==> src/rtl/rx_tone_check_module.sv <==
`default_nettype none
// rx_tone_check_module: ADC loopback tone checker -- hysteresis rising crossings of I, peak |I|/|Q|, pass/fail.
// Revision 1.0
module rx_tone_check_module #(
  parameter int WIN_LEN    = 25000,
  parameter int SETTLE_LEN = 16,
  parameter int HYST       = 512,
  parameter int XING_TOL   = 2
) (
  input  logic        clk_msk_in,
  input  logic        logic_rst_n_in,
  input  logic        rx_in_valid,
  input  logic [15:0] rx_in_i,
  input  logic [15:0] rx_in_q,
  input  logic        check_start,
  input  logic [15:0] cfg_exp_xing,
  input  logic [15:0] cfg_amp_min,
  output logic        check_busy,
  output logic        check_done,
  output logic        check_pass,
  output logic [15:0] xing_count,
  output logic [15:0] peak_i,
  output logic [15:0] peak_q,
  output logic [63:0] debug_signal
);

  typedef enum logic [1:0] {IDLE = 2'd0, SETTLE = 2'd1, MEASURE = 2'd2, DONE = 2'd3} state_t;
  typedef enum logic [1:0] {H_UNK = 2'd0, H_NEG = 2'd1, H_POS = 2'd2} hyst_t;

  localparam logic [23:0]        SETTLE_LAST = 24'(SETTLE_LEN - 1);
  localparam logic [23:0]        WIN_LAST    = 24'(WIN_LEN - 1);
  localparam logic signed [15:0] HYST_P      = 16'(HYST);
  localparam logic signed [15:0] HYST_N      = -HYST_P;
  localparam logic [16:0]        TOL         = 17'(XING_TOL);

  state_t      state_q, state_d;
  hyst_t       hyst_q, hyst_d;
  logic [23:0] cnt_q, cnt_d;
  logic [15:0] xing_q, xing_d;
  logic [15:0] pki_q, pki_d;
  logic [15:0] pkq_q, pkq_d;
  logic [15:0] exp_q, exp_d;
  logic [15:0] amin_q, amin_d;
  logic        pass_q, pass_d;
  logic        busy_q, busy_d;
  logic        done_q, done_d;

  logic        smp_v_q;
  logic [15:0] smp_i_q, smp_q_q;

  logic [15:0]        mag_i, mag_q;
  logic signed [16:0] diff;
  logic [16:0]        adiff;
  logic               verdict;

  function automatic logic [15:0] mag16(input logic [15:0] x);
    logic [15:0] r;
    if (!x[15])             r = x;
    else if (x == 16'h8000) r = 16'h7FFF;
    else                    r = -x;
    return r;
  endfunction

  assign mag_i   = mag16(smp_i_q);
  assign mag_q   = mag16(smp_q_q);
  assign diff    = $signed({1'b0, xing_q}) - $signed({1'b0, exp_q});
  assign adiff   = diff[16] ? $unsigned(-diff) : $unsigned(diff);
  assign verdict = (adiff <= TOL) && (pki_q >= amin_q) && (pkq_q >= amin_q);

  // Input stage; a sample presented on the start edge belongs to no window.
  always_ff @(posedge clk_msk_in or negedge logic_rst_n_in) begin
    if (!logic_rst_n_in) begin
      smp_v_q <= 1'b0;
      smp_i_q <= '0;
      smp_q_q <= '0;
    end else begin
      smp_v_q <= rx_in_valid && (state_q != IDLE);
      smp_i_q <= rx_in_i;
      smp_q_q <= rx_in_q;
    end
  end

  always_ff @(posedge clk_msk_in or negedge logic_rst_n_in) begin
    if (!logic_rst_n_in) begin
      state_q <= IDLE;
      hyst_q  <= H_UNK;
      cnt_q   <= '0;
      xing_q  <= '0;
      pki_q   <= '0;
      pkq_q   <= '0;
      exp_q   <= '0;
      amin_q  <= '0;
      pass_q  <= 1'b0;
      busy_q  <= 1'b0;
      done_q  <= 1'b0;
    end else begin
      state_q <= state_d;
      hyst_q  <= hyst_d;
      cnt_q   <= cnt_d;
      xing_q  <= xing_d;
      pki_q   <= pki_d;
      pkq_q   <= pkq_d;
      exp_q   <= exp_d;
      amin_q  <= amin_d;
      pass_q  <= pass_d;
      busy_q  <= busy_d;
      done_q  <= done_d;
    end
  end

  always_comb begin
    state_d = state_q;
    hyst_d  = hyst_q;
    cnt_d   = cnt_q;
    xing_d  = xing_q;
    pki_d   = pki_q;
    pkq_d   = pkq_q;
    exp_d   = exp_q;
    amin_d  = amin_q;
    pass_d  = pass_q;
    busy_d  = busy_q;
    done_d  = 1'b0;
    case (state_q)
      IDLE: begin
        if (check_start) begin
          exp_d   = cfg_exp_xing;
          amin_d  = cfg_amp_min;
          xing_d  = '0;
          pki_d   = '0;
          pkq_d   = '0;
          pass_d  = 1'b0;
          busy_d  = 1'b1;
          cnt_d   = '0;
          hyst_d  = H_UNK;
          state_d = (SETTLE_LEN == 0) ? MEASURE : SETTLE;
        end
      end
      SETTLE: begin
        if (smp_v_q) begin
          if (cnt_q == SETTLE_LAST) begin
            cnt_d   = '0;
            hyst_d  = H_UNK;
            state_d = MEASURE;
          end else begin
            cnt_d = cnt_q + 24'd1;
          end
        end
      end
      MEASURE: begin
        if (smp_v_q) begin
          if (mag_i > pki_q) pki_d = mag_i;
          if (mag_q > pkq_q) pkq_d = mag_q;
          if ($signed(smp_i_q) < HYST_N) begin
            hyst_d = H_NEG;
          end else if ($signed(smp_i_q) > HYST_P) begin
            hyst_d = H_POS;
            if (hyst_q == H_NEG && xing_q != 16'hFFFF) xing_d = xing_q + 16'd1;
          end
          if (cnt_q == WIN_LAST) begin
            cnt_d   = '0;
            state_d = DONE;
          end else begin
            cnt_d = cnt_q + 24'd1;
          end
        end
      end
      default: begin
        pass_d  = verdict;
        done_d  = 1'b1;
        busy_d  = 1'b0;
        state_d = IDLE;
      end
    endcase
  end

  assign check_busy   = busy_q;
  assign check_done   = done_q;
  assign check_pass   = pass_q;
  assign xing_count   = xing_q;
  assign peak_i       = pki_q;
  assign peak_q       = pkq_q;
  assign debug_signal = {13'd0, pass_q, state_q, pkq_q, pki_q, xing_q};

endmodule
`default_nettype wire

==> config.mk <==
export PLATFORM = sky130hd
export DESIGN_NAME = rx_tone_check_module
export DESIGN_NICKNAME = d
export VERILOG_FILES = /design/src/rtl/rx_tone_check_module.sv
export SDC_FILE = /design/constraint.sdc
export NUM_CORES = 1
export LEC_CHECK = 0
export BUFFER_PORTS_ARGS = -buffer_cell sky130_fd_sc_hd__buf_2
export CAP_MARGIN = 20
export CORE_MARGIN = 8
export CORE_UTILIZATION = 37
export DETAILED_ROUTE_END_ITERATION = 8
export GPL_TIMING_DRIVEN = 0
export HOLD_SLACK_MARGIN = 0.06
export PLACE_DENSITY_LB_ADDON = 0.25
export SYNTH_ARGS = -nofsm -noshare
export SYNTH_HDL_FRONTEND = slang
export SYNTH_SLANG_ARGS = --single-unit
==> constraint.sdc <==
create_clock -name clk_msk_in -period 6.4 [get_ports clk_msk_in]
set_input_delay 0.32 -clock clk_msk_in [delete_from_list [all_inputs] [get_ports clk_msk_in]]
set_output_delay 0.32 -clock clk_msk_in [all_outputs]
set_load 0.01 [all_outputs]
==> flow_summary.toml <==
[sta]
post-route-min-period_ns = 5.13
rsz0062_at_grt = "no"
max_freq_mhz = 195
drv_slew = 0
clock_skew_ns = 0.0107
finalHoldViolCount = 0
setup_tns_ns = 0
finalSetupViolations = 0
worst_slew_pin_slew_ns = 0.676
period_share = 0.801
max_slew_margin = 0.549

[synth]
syn_inst = 1057
netlist_area_um2 = 9920
synth_ff_type = "dfrtp_1"
postSynthAreaPerCell_um2 = 9.38
synth_warnings = 0
synth_edf_count = 0
synth.top_cells.by_area = "dfrtp_1, ha_1, buf_4, xor2_1, mux2_2"
synth_cell_type_count = 79
synth_seq_cells = 144
synth_top_area_frac = 0.363
ys_async_sr_fraction = 1.00
yosys.area.top_type = "dfrtp_1"
ys_seq_area_frac = 0.363

[cts]
cts_buffer_depth = 2
clk_latency_ns = 0.43
h-tree-depth = 4
cts_resized = 0
cts_tree = "done"
cts.sinks = 144
clkTransAtPathRegs_ns = 0.07
cts_root_buf = "clkbuf_16"
cts_buffers = 17

[floorplan]
dieHeight_um = 180
pin_count = 183
rows = 60
fp.dieW_um = 180
dieArea_um2 = 32300
core_area_um2 = 26700
initial_core_util = 0.372

[route]
dr.pass1.iters = 4
drtIter0Drc = 331
drc = 0
via_count = 8232
drt-vias-per-instance = 5.00
wirelength_mm = 26.4
drt-wirelength-per-cell_um = 16.1
postRouteAntennaNets = 0

[worst_setup_path]
regToRegSetupSlack_ns = 1.27
critPathCaptureType = "register"
cp.arrival_ns = 5.45
slowest_delay_ns = 0.59
startpoint_type = "register"
critPathLaunch = "smp_q_q[0]"
critical_path_class = "register to register"
cp_common_cell = "a21o_1"
cp_slowest_cell = "or4_1"
crit_chain = "inv_1, ha_1, nand2_1, or3_1, or2_2, or4_1, clkbuf_1, nand2_1, ha_1, a21o_1, a21o_1, a211o_1, a21o_1, a21o_1, a21o_1, a221o_1, a21oi_2, nor2_1, clkbuf_1, a22o_1"
crit_required_ns = 6.72
crit_fanout = 10
r2r-start = "smp_q_q[0]"

[power_and_ir_drop]
power_frac_seq = 0.283
power.total_mw = 4.53
share_comb_of_total_power = 0.494
p_leak_nw = 6.18
switchingPower_mw = 1.90
power_density_nw_per_um2 = 372
internal_power_mw = 2.62
pwr-share-clk = 0.223
max-vdd-ir-drop_mv = 0.182
p_sw_frac = 0.421

[min_path]
holdCritPathClass = "input pin to register"
hold_start = "cfg_amp_min[1]"

[cells_and_area]
n_antenna_cell = 0
fin_nets = 1448
utilization = 0.457
drive_above_1_share = 0.252
area_growth_pct = 22.8

[placement]
place_hpwl_mm = 20.4
portBuffers = 169
gp_congestion = 0.820

[run]
drv_cap = 0

[status]
outcome = "finished clean"

[global_route]
grt_max_degree = 95
gr-total-overflow = 0
grt.total_usage = 0.162
antenna_found_initial = 0
grt_pass1_vias = 7972
grt_pass1_wl_mm = 42.8
kinds of logic after synthesis:
family,after synthesis,synth area share
adder cells (fa/ha/maj),89,0.113
AND/OR/NAND/NOR,326,0.167
AO/OA/AOI/OAI,216,0.157
buffers and inverters,171,0.0902
other,1,0.000378
flip-flops,144,0.363
XOR/XNOR,57,0.0503
multiplexers,53,0.0577
synth_stat cells, drive strengths merged, types with 3 or more instances:
| library cell | instances |
|---|---|
| a2111oi | 3 |
| o22ai | 4 |
| a31oi | 8 |
| a21boi | 5 |
| xnor2 | 11 |
| nand4 | 23 |
| nand2b | 16 |
| o21ai | 46 |
| a22o | 15 |
| nand3b | 3 |
| clkbuf | 16 |
| nor2b | 15 |
| o31ai | 11 |
| o211ai | 6 |
| nor4 | 12 |
| mux2i | 20 |
| inv | 81 |
| a21oi | 39 |
| nand2 | 97 |
| or2 | 5 |
| and4 | 3 |
| nor3 | 24 |
| a211o | 3 |
| mux2 | 33 |
| nor2 | 64 |
| o22a | 4 |
| a31o | 3 |
| dfrtp | 144 |
| or4 | 4 |
| xor2 | 46 |
| and2 | 6 |
| buf | 74 |
| nand3 | 25 |
| and3 | 11 |
| or3 | 8 |
| o2111ai | 6 |
| a21o | 27 |
| a211oi | 7 |
| nor3b | 5 |
| ha | 88 |
| o21a | 6 |
layout make-up:
cell class,instances,area [um2]
fill,2574,14500
multi-input combinational,754,5460
sequential,144,3600
timing repair buffer,203,1210
buffer,90,591
clock buffer,18,429
tap,341,427
inverter,81,304
clock inverter,14,146
state kept, by name, summed over array words and instances (netlist names):
signal and flops:
peak_i 16, amin_q 16, smp_v_q 1, smp_q_q 16
smp_i_q 16, check_pass 1, check_busy 1, hyst_q 2
cnt_q 24, state_q 2, peak_q 16, check_done 1
xing_count 16, exp_q 16
timing repair:
action,CTS,global route
endpoints found under the hold margin,82,0
buffers inserted,0,0
hold buffers,33,0
metrics by stage:
| stage | hold slack [ns] | setup WS [ns] | instance area, um2 | instances |
|---|---|---|---|---|
| floorplan | 0.0244 | 1.82 | 9960 | 1069 |
| global placement | 0.429 | 1.32 | 11200 | 1579 |
| detailed placement | 0.310 | 1.31 | 11300 | 1580 |
| CTS | 0.0937 | 1.29 | 12200 | 1645 |
| global route | 0.105 | 0.947 | 12200 | 1645 |
| finish | 0.116 | 1.27 | 12200 | 1645 |
power by group through the flow:
stage          Clock [mW]  Combinational, mW  Sequential, mW
2_1_floorplan           0               1.63            1.27
3_3_place_gp            0               2.20            1.30
3_5_place_dp            0               2.23            1.30
4_1_cts              1.04               2.26            1.29
5_1_grt              1.07               2.53            1.31
6_report             1.01               2.23            1.28
path summary, 6_finish.rpt:
path / endpoint / cells past startpoint
min reg2reg: exp_q[5] / 1
min: amin_q[1] / 2
min in group asynchronous: exp_q[4] / 2
max: peak_q[11] / 20
max reg2reg: peak_q[11] / 20
max in group asynchronous: cnt_q[20] / 3
cells in the final DEF, fill, tap and decap left out, types with 7 or more instances in the layout:
master,count
nand2_1,97
conb_1,13
xor2_1,46
mux2_2,33
dfrtp_1,144
dlygate4sd3_1,33
a21oi_1,38
nor2b_1,14
clkbuf_1,17
a22o_1,15
nor2_1,64
clkbuf_16,17
buf_4,63
buf_2,175
o31ai_1,10
ha_1,88
nand4_1,23
xnor2_1,11
nor4_1,11
mux2i_1,20
nor3_1,20
a31oi_1,8
a21o_1,27
nand3_1,25
or3_1,7
o21ai_0,45
inv_1,80
nand2b_1,16
and3_1,11
metal layers:
layer	vias up	wire, um	global-route usage	part of all wire
li1	4162	-	-	-
met1	3934	12500	0.211	0.47
met2	121	12900	0.276	0.49
met3	15	789	0.0282	0.030
met4	0	246	0.0407	0.0093
met5	-	0	0	0
worst max-delay path: cells and delay by family, from the launching register on:
kind            cells  cell delay [ns]
simple gates        6             1.60
buf+inv             3             0.61
flops               1             0.40
compound gates      9             1.98
fa+ha+maj           2             0.42
Note: power is estimated with default switching activity, not from simulation.
